`config.mk`:
```
export PLATFORM = sky130hd
export DESIGN_NAME = tmp_code_acc
export DESIGN_NICKNAME = d
export VERILOG_FILES = /design/src/rtl/tmp_code_acc.sv
export SDC_FILE = /design/constraint.sdc
export NUM_CORES = 1
export LEC_CHECK = 0
export BUFFER_PORTS_ARGS = -buffer_cell sky130_fd_sc_hd__buf_4
export CAP_MARGIN = 20
export CORE_UTILIZATION = 45
export CTS_BUF_LIST = sky130_fd_sc_hd__clkbuf_16
export CTS_CLUSTER_SIZE = 12
export DETAILED_ROUTE_END_ITERATION = 6
export SLEW_MARGIN = 15
export SYNTH_ARGS = -nofsm -noshare
export SYNTH_HDL_FRONTEND = slang
export SYNTH_SLANG_ARGS = --single-unit
```
`constraint.sdc`:
```
create_clock -name clk -period 3.4 [get_ports clk]
set_input_delay 0.68 -clock clk [delete_from_list [all_inputs] [get_ports clk]]
set_output_delay 0.68 -clock clk [all_outputs]
set_load 0.02 [all_outputs]
```
`src/rtl/tmp_code_acc.sv`:
```
// Temperature code accumulator: integrates pump source/sink events over
// averaged measurement windows and emits an offset-binary code with a valid strobe.
module tmp_code_acc #(
  parameter int CODE_W   = 12,
  parameter int WIN_LOG2 = 8,
  parameter int AVG_LOG2 = 2,
  parameter int SETTLE   = 16
) (
  input  logic              clk,
  input  logic              reset,
  input  logic              en,
  input  logic              setup_bias,
  input  logic              src_evt,
  input  logic              snk_evt,
  output logic [CODE_W-1:0] code,
  output logic              valid,
  output logic              busy,
  output logic              ovf
);

  localparam int ACC_W     = CODE_W + AVG_LOG2;
  localparam int ACC_CYC_W = WIN_LOG2 + AVG_LOG2;
  localparam int SET_W     = $clog2(SETTLE + 1);
  localparam int CNT_W     = (ACC_CYC_W > SET_W) ? ACC_CYC_W : SET_W;

  localparam logic [CNT_W-1:0] SETTLE_LAST = CNT_W'(SETTLE - 1);
  localparam logic [CNT_W-1:0] ACCUM_LAST  = CNT_W'((2 ** ACC_CYC_W) - 1);
  localparam logic [CNT_W-1:0] CNT_ONE     = CNT_W'(1);

  localparam logic signed [ACC_W-1:0] ACC_MAX = {1'b0, {(ACC_W-1){1'b1}}};
  localparam logic signed [ACC_W-1:0] ACC_MIN = {1'b1, {(ACC_W-1){1'b0}}};
  localparam logic signed [ACC_W-1:0] ACC_ONE = ACC_W'(1);

  localparam logic signed [ACC_W:0] CODE_MID = (ACC_W+1)'(2 ** (CODE_W - 1));
  localparam logic signed [ACC_W:0] CODE_TOP = (ACC_W+1)'((2 ** CODE_W) - 1);

  typedef enum logic [1:0] {
    ST_IDLE,
    ST_SETTLE,
    ST_ACCUM,
    ST_DONE
  } state_t;

  state_t                   state_reg;
  logic [CNT_W-1:0]         cnt_reg;
  logic signed [ACC_W-1:0]  acc_reg;
  logic                     ovf_reg;

  logic signed [ACC_W-1:0]  acc_next;
  logic                     ovf_next;
  logic signed [ACC_W-1:0]  avg;
  logic signed [ACC_W:0]    code_wide;
  logic [CODE_W-1:0]        code_next;
  logic                     go;

  assign go = en && !setup_bias;

  // Saturating step; simultaneous source and sink events cancel.
  always_comb begin
    acc_next = acc_reg;
    ovf_next = ovf_reg;
    if (src_evt && !snk_evt) begin
      if (acc_reg == ACC_MAX) ovf_next = 1'b1;
      else                    acc_next = acc_reg + ACC_ONE;
    end else if (snk_evt && !src_evt) begin
      if (acc_reg == ACC_MIN) ovf_next = 1'b1;
      else                    acc_next = acc_reg - ACC_ONE;
    end
  end

  // Result uses acc_next so an event in the final accumulation cycle counts.
  always_comb begin
    avg       = acc_next >>> AVG_LOG2;
    code_wide = $signed({avg[ACC_W-1], avg}) + CODE_MID;
    if (code_wide[ACC_W])           code_next = '0;
    else if (code_wide > CODE_TOP)  code_next = '1;
    else                            code_next = code_wide[CODE_W-1:0];
  end

  always_ff @(posedge clk or posedge reset) begin
    if (reset) begin
      state_reg <= ST_IDLE;
      cnt_reg   <= '0;
      acc_reg   <= '0;
      ovf_reg   <= 1'b0;
      code      <= '0;
      valid     <= 1'b0;
      busy      <= 1'b0;
      ovf       <= 1'b0;
    end else begin
      valid <= 1'b0;
      unique case (state_reg)
        ST_IDLE: begin
          cnt_reg <= '0;
          acc_reg <= '0;
          ovf_reg <= 1'b0;
          if (go) begin
            state_reg <= ST_SETTLE;
            busy      <= 1'b1;
          end
        end
        ST_SETTLE: begin
          if (!go) begin
            state_reg <= ST_IDLE;
            busy      <= 1'b0;
          end else if (cnt_reg == SETTLE_LAST) begin
            state_reg <= ST_ACCUM;
            cnt_reg   <= '0;
          end else begin
            cnt_reg <= cnt_reg + CNT_ONE;
          end
        end
        ST_ACCUM: begin
          if (!go) begin
            state_reg <= ST_IDLE;
            busy      <= 1'b0;
          end else begin
            acc_reg <= acc_next;
            ovf_reg <= ovf_next;
            if (cnt_reg == ACCUM_LAST) begin
              state_reg <= ST_DONE;
              busy      <= 1'b0;
              valid     <= 1'b1;
              code      <= code_next;
              ovf       <= ovf_next;
            end else begin
              cnt_reg <= cnt_reg + CNT_ONE;
            end
          end
        end
        ST_DONE: begin
          cnt_reg <= '0;
          acc_reg <= '0;
          ovf_reg <= 1'b0;
          if (go) begin
            state_reg <= ST_SETTLE;
            busy      <= 1'b1;
          end else begin
            state_reg <= ST_IDLE;
          end
        end
        default: begin
          state_reg <= ST_IDLE;
          busy      <= 1'b0;
        end
      endcase
    end
  end

endmodule

```
==> impl_metrics.ini, run 1 <==
[run_status]
outcome = finished clean

[flow_run]
max_cap_viol_count = 0

[critical_path]
reg2reg_depth = 5
arrival_ps = 2920
crit_fanout = 6
worstSetupPathType = input pin to flop
worstSetupStartpointType = input pin
end_kind = flop
crit_required_ps = 3570

[clock_network]
hold_buffers = 0
numCtsBuffers = 5
cts_tree = built
cts.sinks = 42
ctsResizeCount = 0
post_cts_buffers = 0
cts_root_buf = clkbuf_16
clkTransAtPathRegs_ps = 60
cts-htree-levels = 2
clkLatencyLatePin_ps = 280
clock_path_buffers = 2

[worst_hold_path]
hold_class = input pin to async pin

[final_layout]
area_growth_pct = 11.8
largest_register_ffs = 14
layout-drive-gt1-share_pct = 16.1
nNetsFinal = 356
antenna_cells = 0
fin_area_mm2 = 0.00317

[yosys]
synth_top_flop_cell = dfrtp_1
yosysTopAreaCell = dfrtp_1
yosysSeqAreaShare_pct = 37.0
yosys_register_bits = 42
ys_top_cells_by_area = dfrtp_1 37%, o21ai_0 5.5%, ha_1 4.0%
yosysTopAreaCellShare_pct = 37.0
syn_area_per_cell_um2 = 8.57
synth_nets = 346
synth_edf_count = 0
syn_area_mm2 = 0.00284
synth-async-reset-ratio_pct = 100
yosysWarnings = 0
ys_types = 54
postSynthCellCount = 331

[power]
p_per_area_mw_per_mm2 = 647
irDropWorstVdd_mv = 0.417
p_total_mw = 2.05
leakage_nw = 1.36

[sta]
finalHoldViolations = 0
period_share_pct = 80.9
clock.fmax_ghz = 0.363
maxSlewViolCount = 0
clock_skew_ps = 3.66
setup_violations = 0
rsz0062_at_grt = no
slew_headroom_pct = 59.7
post-route-min-period_ps = 2750
finalSetupTns_ps = 0
worstMarginPinSlew_ps = 600

[global_routing]
grtUsageTotal_pct = 23.9
gr-usage-met3_pct = 3.78
use_met2_pct = 39.7
grt-busiest-layer = met2
grt_max_degree = 26
grt_pass1_wl_um = 12000
overflow = 0
gr-usage-met1_pct = 31.9
grt_pass1_vias = 2419
antenna_found_initial = 0

[floorplanning]
die_h_um = 81.4
core_mm2 = 0.00599
dieArea_mm2 = 0.00663
dieWidth_um = 81.4
io_pins = 21
start_util_pct = 47.4
rows = 28

[route]
avgViaCountPerCell = 6.11
drcViolationCount = 0
initialDrtViolationCount = 188
drt_first_pass_iters = 4
antenna_left = 0
wire_per_inst_um = 17.2
vias = 2547
wl_um = 7160

[placed_design]
routabilityCongestion = 0.905
place_hpwl_um = 5210
placed_cell_area_mm2 = 0.00303
io_buffers = 20
[final timing paths]
path	slack, ps	end	startpoint
max	650	acc_reg[13]$_DFFE_PP0P_	src_evt
min	400	ovf$_DFFE_PP0P_	reset
max reg2reg	700	acc_reg[13]$_DFFE_PP0P_	acc_reg[6]$_DFFE_PP0P_
min reg2reg	490	code[3]$_DFFE_PP0P_	code[3]$_DFFE_PP0P_
max in group asynchronous	2300	acc_reg[13]$_DFFE_PP0P_	reset
min in group clk	490	code[3]$_DFFE_PP0P_	code[3]$_DFFE_PP0P_
[critical path, stage by stage]
cell and delay (ps):
buf_4 120, inv_1 50, ha_1 180, or3b_2 510, or4_4 450, or4_4 500
a31o_1 220, a22o_1 220
[cell usage in the layout, fill, tap and decap left out, drive strengths merged, types with 2 or more instances in the layout]
| cell type | instances |
|---|---|
| a22o | 9 |
| nand2b | 6 |
| nand4 | 6 |
| clkinv | 2 |
| or4 | 9 |
| a21oi | 12 |
| or2 | 6 |
| ha | 9 |
| nor3b | 3 |
| a211oi | 3 |
| o41ai | 3 |
| mux2i | 3 |
| mux2 | 7 |
| inv | 12 |
| clkbuf | 5 |
| buf | 28 |
| o211ai | 3 |
| nand3 | 11 |
| a22oi | 5 |
| o31a | 3 |
| dfrtp | 42 |
| nor2 | 30 |
| nor2b | 4 |
| a41o | 2 |
| nand2 | 25 |
| a31oi | 2 |
| nor4 | 9 |
| o31ai | 4 |
| or3 | 10 |
| and3 | 3 |
| nor3 | 9 |
| o2111ai | 2 |
| a311oi | 2 |
| a2111oi | 2 |
| or3b | 3 |
| o21ai | 31 |
| o21a | 3 |
[stage by stage]
step | utilization, % | cells | setup WS (ps) | hold slack (ps)
after CTS | 53.0 | 417 | 660 | 411
final | 53.0 | 417 | 648 | 398
after global placement | 50.6 | 409 | 411 | 479
after detailed placement | 50.6 | 409 | 377 | 467
after global routing | 53.0 | 417 | 568 | 439
after floorplan | - | 331 | 513 | 469
[cell type report]
type / count / area (µm²)
Sequential cell: 42 / 1050
Tap cell: 75 / 93.8
Clock buffer: 5 / 125
Timing Repair Buffer: 28 / 210
Inverter: 11 / 41.3
Clock inverter: 3 / 16.3
Multi-Input combinational cell: 253 / 1640
Fill cell: 556 / 2820
[routing by layer]
metal	vias up	share of wire (%)
met5	-	0
met4	0	1.8
met1	1210	46
met2	70	48
li1	1253	-
met3	14	4.4
[power by group]
part | switching (mW) | leakage, nW | internal [mW]
logic | 0.524 | 0.711 | 0.353
registers | 0.148 | 0.576 | 0.574
clock network | 0.187 | 0.0730 | 0.269
total | 0.859 | 1.36 | 1.20
[Yosys cell counts, types with 2 or more instances]
| cell type | instances |
|---|---|
| dfrtp_1 | 42 |
| o21ai_0 | 31 |
| nor2_1 | 30 |
| nand2_1 | 25 |
| clkbuf_1 | 20 |
| a21oi_1 | 12 |
| inv_1 | 11 |
| nand3_1 | 11 |
| or3_1 | 10 |
| a22o_1 | 9 |
| ha_1 | 9 |
| nor3_1 | 9 |
| nor4_1 | 9 |
| mux2_2 | 7 |
| nand2b_1 | 6 |
| nand4_1 | 6 |
| or2_2 | 6 |
| or4_1 | 6 |
| a22oi_1 | 5 |
| nor2b_1 | 4 |
| a211oi_1 | 3 |
| and3_1 | 3 |
| mux2i_1 | 3 |
| nor3b_1 | 3 |
| o211ai_1 | 3 |
| o21a_1 | 3 |
| o31a_1 | 3 |
| o31ai_1 | 3 |
| o41ai_1 | 3 |
| or3b_2 | 3 |
| or4_4 | 3 |
| a2111oi_0 | 2 |
| a311oi_1 | 2 |
| a31oi_1 | 2 |
| a41o_1 | 2 |
| buf_1 | 2 |
| buf_6 | 2 |
| o2111ai_1 | 2 |
[kinds of logic after synthesis]
logic type / after synthesis / synth area share [%]
AND/OR/NAND/NOR: 138 / 26.1
AO/OA/AOI/OAI: 93 / 22.3
flip-flops: 42 / 37.0
buffers and inverters: 36 / 5.33
multiplexers: 11 / 4.63
adder cells (fa/ha/maj): 9 / 3.97
XOR/XNOR: 2 / 0.617
Power figures use the tool's default switching activity.
==> run 2, diff against run 1 <==
Settings changed: ABC_AREA set to 1.
Clock period 3.4 ns to 2.3 ns, I/O delays scaled along.
==> run 2 against run 1 <==
Net effect:
- non-clock buffer count up 2
- critical path depth rose by 1
- synthesized cell count increased by 35%
- register-to-register slack got worse by 330 ps
- die area up 4.0%
- critical path type is now flop to flop
- largest cell class unchanged
==> impl_metrics.ini, run 2 <==
[run_status]
outcome = finished clean

[floorplanning]
rows = 29
dieArea_mm2 = 0.00689
io_pins = 21
die_h_um = 83.0
core_mm2 = 0.00635
dieWidth_um = 83.0
start_util_pct = 46.5

[power]
p_total_mw = 3.80
pwr-share-clk_pct = 24.4
p_seq_share_pct = 30.0
p_sw_share_pct = 44.7
irDropWorstVdd_mv = 0.528
p_switching_mw = 1.70
pwr-share-comb_pct = 45.6
p_int_mw = 2.10
p_per_area_mw_per_mm2 = 1120
leakage_nw = 1.79

[clock_network]
hold_buffers = 0
cts-htree-levels = 2
cts.sinks = 42
clkTransAtPathRegs_ps = 60
clkLatencyLatePin_ps = 280
numCtsBuffers = 5
clock_path_buffers = 2
ctsResizeCount = 0
cts_root_buf = clkbuf_16
cts_tree = built
post_cts_buffers = 0

[global_routing]
overflow = 0
grt_pass1_wl_um = 13400
antenna_found_initial = 0
grtUsageTotal_pct = 23.9
grt_max_degree = 20
grt_pass1_vias = 2744

[critical_path]
crit_path_frequent_cell = nand3_1
path_cells = ha_1, nand2_1, nor2_1, nand4_1, buf_4, nand3_1, nand3_1, nand3_1, nand2_1
crit_slowest_cell = dfrtp_1
end_kind = flop
path_buf_inv = 1
critical_path.max_stage_delay_ps = 430
crit_family = simple AND/OR/NAND/NOR gates
crit_fanout = 7
cp.depth = 9
worstSetupStartpointType = flop
arrival_ps = 2100
crit_required_ps = 2470
reg2reg_depth = 9
worstSetupPathType = flop to flop

[final_layout]
largest_register_ffs = 14
layout-drive-gt1-share_pct = 10.8
fin_cells = 548
final_common_cell = nand2_1
area_growth_pct = 14.7
nNetsFinal = 485
layout_common_cells = 157 x nand2_1, 71 x nand3_1, 54 x nor2_1, 42 x dfrtp_1, 37 x inv_1
antenna_cells = 0

[route]
initialDrtViolationCount = 197
wl_um = 7570
vias = 2896
drcViolationCount = 0
avgViaCountPerCell = 5.28
antenna_left = 0
drt_first_pass_iters = 4
wire_per_inst_um = 13.8

[sta]
finalHoldViolations = 0
rsz0062_at_grt = no
finalSetupTns_ps = 0
clock.fmax_ghz = 0.519
period_share_pct = 83.7
slew_headroom_pct = 54.5
setup_violations = 0
maxSlewViolCount = 0
post-route-min-period_ps = 1930
worstMarginPinSlew_ps = 678
clock_skew_ps = 4.03

[yosys]
synth_common_cells = 157 x nand2_1, 71 x nand3_1, 54 x nor2_1
yosysSeqAreaShare_pct = 35.6
ys_types = 33
synth_edf_count = 0
yosysWarnings = 0
yosysTopAreaCellShare_pct = 35.6
yosys_register_bits = 42
synth_top_flop_cell = dfrtp_1
syn_area_per_cell_um2 = 6.62
ys_top_cells_by_area = dfrtp_1 36%, nand2_1 20%, nand3_1 12%
postSynthCellCount = 446
yosysTopAreaCell = dfrtp_1
syn_area_mm2 = 0.00295
synth-async-reset-ratio_pct = 100
synth_nets = 461
synth.most_common_cell = nand2_1

[flow_run]
max_cap_viol_count = 0

[placed_design]
io_buffers = 20
routabilityCongestion = 0.907
place_hpwl_um = 5660
place_inst = 540

[worst_hold_path]
hold_class = input pin to async pin
[run 2: cell count changes in the layout (fill, tap and decap cells not counted), sizes merged, moves of 6 or more]
cell / delta
or4: -9
or3: -10
or2: -6
nand3: +61
nand2b: -6
nor4: -9
a21oi: -6
o21ai: -19
inv: +29
mux2: -7
a22o: -9
nand2: +133
nor2: +28
[run 2: logic make-up (layout without fill, tap and decap cells)]
group	after synthesis	in the layout	share of synthesized area (%)
buf+inv	55	80	8.13
simple gates	307	307	45.3
compound gates	26	26	5.08
flops	42	42	35.6
xor+xnor	7	7	2.08
fa+ha+maj	9	9	3.81
[run 2: worst register-to-register path, cell delays in order (launching register included)]
cell and delay [ps]:
dfrtp_1 430, ha_1 250, nand2_1 60, nor2_1 140, nand4_1 280, buf_4 270, nand3_1 130, nand3_1 120
nand3_1 100, nand2_1 50
[run 2: layout make-up]
| cell class | count | area [µm²] |
|---|---|---|
| Clock inverter | 3 | 68.8 |
| Tap cell | 77 | 96.3 |
| Multi-Input combinational cell | 349 | 1660 |
| Clock buffer | 5 | 125 |
| Fill cell | 654 | 2960 |
| Timing Repair Buffer | 30 | 225 |
| Inverter | 42 | 158 |
| Sequential cell | 42 | 1050 |
[run 2: layer usage]
layer  share of wire, %  vias up  track usage [%]
li1                   -     1477                -
met1                 53     1336             36.5
met2                 42       73             35.8
met3                4.2       10             2.98
met4                1.4        0             6.11
met5                  0        -                0
[run 2: path summary, 6_finish.rpt]
path / start / end / slack (ps)
max in group asynchronous: reset / cnt_reg[2]$_DFFE_PP0P_ / 1530
min in group clk: code[4]$_DFFE_PP0P_ / code[4]$_DFFE_PP0P_ / 480
worst min-delay path: reset / code[6]$_DFFE_PP0P_ / 200
worst max register to register: acc_reg[0]$_DFFE_PP0P_ / acc_reg[7]$_DFFE_PP0P_ / 370
worst max-delay path: acc_reg[0]$_DFFE_PP0P_ / acc_reg[7]$_DFFE_PP0P_ / 370
worst min register to register: code[4]$_DFFE_PP0P_ / code[4]$_DFFE_PP0P_ / 480
[run 2: stage by stage]
| step | area (µm²) | utilization [%] | setup slack, ps | hold slack, ps |
|---|---|---|---|---|
| global placement | 3190 | 50.3 | 385 | 464 |
| CTS | 3390 | 53.3 | 347 | 216 |
| detailed placement | 3190 | 50.3 | 357 | 468 |
| floorplan | 2950 | - | 646 | 450 |
| global route | 3390 | 53.3 | 92.9 | 237 |
| finish | 3390 | 53.3 | 375 | 198 |
[run 2: power by group through the flow]
stage	Sequential, mW	Clock, mW	Combinational (mW)
2_1_floorplan	1.09	0	1.32
3_3_place_gp	1.15	0	1.70
3_5_place_dp	1.15	0	1.71
4_1_cts	1.14	0.947	1.73
5_1_grt	1.17	0.968	2.02
6_report	1.14	0.926	1.74
==> run 3, diff against run 2 <==
Clock period 2.3 ns to 1.6 ns, I/O delays scaled along.
==> run 3 against run 2 <==
Net effect:
- the run now ends with setup timing left
- critical path type unchanged
- first-iteration DRC count increased by 5.6%
- highest routed layer unchanged
- worst setup slack lost 460 ps
- die area stayed put
- routed wire length increased by 22%
- clock power is 5.4% higher
- critical path depth is 1 higher
- clock skew is 2.9 ps higher
- global-route usage grew 1.3 points
- critical endpoint is now code[10]$_DFFE_PP0P_
- sequential share of layout area decreased by 7.0 points
==> impl_metrics.ini, run 3 (synthesis results as in run 2) <==
[floorplanning]
io_pins = 21
die_h_um = 83.0
dieArea_mm2 = 0.00689
dieWidth_um = 83.0
rows = 29
core_mm2 = 0.00635
start_util_pct = 46.5

[critical_path]
crit_required_ps = 1770
arrival_ps = 1860
crit_fanout = 4
worstSetupStartpointType = flop
critical_path.max_stage_delay_ps = 450
crit_path_frequent_cell = nand2_1
crit_slowest_cell = dfrtp_2
crit_family = simple AND/OR/NAND/NOR gates
path_buf_inv = 1
reg2reg_slack_ps = -90
worstSetupPathType = flop to flop
path_cells = inv_2, ha_4, nand2_2, nand3b_1, nor2_4, nand2_1, nand2_1, nand3_2, nand3_2, nand2_1
end_kind = flop

[global_routing]
grt_pass1_vias = 3028
antenna_found_initial = 0
grt_pass1_wl_um = 14200
grtUsageTotal_pct = 25.2
grt_max_degree = 43
overflow = 0

[placed_design]
io_buffers = 20
place_inst = 586
place_hpwl_um = 6140
routabilityCongestion = 0.915

[sta]
clock.fmax_ghz = 0.592
finalHoldViolations = 0
post-route-min-period_ps = 1690
slew_headroom_pct = 77.6
worstMarginPinSlew_ps = 335
timing.final.ws_setup_ps = -89.5
clock_skew_ps = 6.97
rsz0062_at_grt = yes
maxSlewViolCount = 0
setup_violations = 21
period_share_pct = 106

[route]
drcViolationCount = 0
drt_first_pass_iters = 4
avgViaCountPerCell = 5.32
vias = 3248
initialDrtViolationCount = 208
wl_um = 9220
wire_per_inst_um = 15.1
antenna_left = 0

[final_layout]
antenna_cells = 0
fin_cells = 610
largest_register_ffs = 14
fillerInstances = 528
area_growth_pct = 49.5
layout_common_cells = 125 x nand2_1, 81 x buf_4, 35 x nand3_2, 33 x inv_1, 33 x dfrtp_1
nNetsFinal = 548
layout-drive-gt1-share_pct = 44.1
final_common_cell = nand2_1

[clock_network]
cts_tree = built
clock_path_buffers = 2
clkTransAtPathRegs_ps = 60
cts_root_buf = clkbuf_16
cts.sinks = 42
numCtsBuffers = 5
clkLatencyLatePin_ps = 290
cts-htree-levels = 2

[run_status]
violations = setup timing
outcome = complete, but fails checks

[power]
leakage_nw = 2.23
p_per_area_mw_per_mm2 = 1540
p_total_mw = 6.79
irDropWorstVdd_mv = 0.777

[flow_run]
max_cap_viol_count = 0

[worst_hold_path]
hold_class = input pin to async pin
## run 3: changes by cell type in the layout (fill, tap and decap cells not counted), moves of 7 or more
cell / before / now
nor2_4: 2 / 13
dfrtp_2: 0 / 9
o21ai_0: 12 / 5
nand2_2: 1 / 31
nand3_4: 0 / 7
nor2_2: 2 / 17
nand3_1: 71 / 30
buf_4: 30 / 81
buf_6: 0 / 8
nor2_1: 54 / 28
nand2_1: 157 / 125
nand3_2: 1 / 35
dfrtp_1: 42 / 33
## run 3: timing repair
item                                    CTS  global route
endpoints found under the setup margin   29            40
gates resized for setup                  31           136
hold buffers                              0             0
pin swaps                                 9            40
cloned                                    0             1
setup buffers                             5            11
## run 3: per-stage QoR
| stage | TNS, ps | worst slack (ps) | util [%] | hold slack, ps | cell area [µm²] |
|---|---|---|---|---|---|
| floorplan | 0 | 14.6 | - | 450 | 2960 |
| global placement | -1700 | -174 | 56.0 | 381 | 3550 |
| detailed placement | -2580 | -255 | 56.0 | 382 | 3550 |
| CTS | -333 | -43.3 | 60.4 | 84.7 | 3830 |
| global route | -3840 | -173 | 69.5 | 104 | 4420 |
| finish | -1040 | -89.5 | 69.5 | 72.4 | 4420 |
## run 3: report_power, final
| part | total (mW) | switching, mW | internal, mW | leakage [nW] |
|---|---|---|---|---|
| clock network | 0.976 | 0.412 | 0.564 | 0.0694 |
| registers | 1.62 | 0.305 | 1.31 | 0.549 |
| logic | 4.19 | 2.50 | 1.69 | 1.62 |
## run 3: layout make-up
cell class                 count  area [µm²]  area share (%)
timing repair inverter         1        6.26           0.142
multi-input combinational    349        2200            49.8
tap                           77        96.3            2.18
clock inverter                 2        10.0           0.227
sequential                    42        1060            24.1
clock buffer                   5         125            2.83
timing repair buffer          92         743            16.8
inverter                      42         173            3.91
## run 3: routing by layer
| metal | GRT usage [%] | vias to the layer above | share of wire (%) |
|---|---|---|---|
| met5 | 0 | - | 0 |
| met4 | 6.58 | 0 | 1.3 |
| met3 | 3.08 | 14 | 4.3 |
| met2 | 38.7 | 79 | 47 |
| met1 | 37.6 | 1551 | 47 |
| li1 | - | 1604 | - |
## run 3: final timing paths
path	startpoint	endpoint	cells after the start
min in group clk	setup_bias	state_reg[0]$_DFFE_PP0P_	6
setup / recovery	acc_reg[0]$_DFFE_PP0P_	code[10]$_DFFE_PP0P_	10
hold reg to reg	code[2]$_DFFE_PP0P_	code[2]$_DFFE_PP0P_	2
setup reg to reg	acc_reg[0]$_DFFE_PP0P_	code[10]$_DFFE_PP0P_	10
hold / removal	reset	code[7]$_DFFE_PP0P_	3
max in group asynchronous	reset	acc_reg[2]$_DFFE_PP0P_	3
## run 3: worst reg2reg max path: stages, from the launching register on
cell and delay [ps]:
dfrtp_2 450, inv_2 100, ha_4 170, nand2_2 60
nand3b_1 220, nor2_4 170, nand2_1 70, nand2_1 80
nand3_2 90, nand3_2 100, nand2_1 60
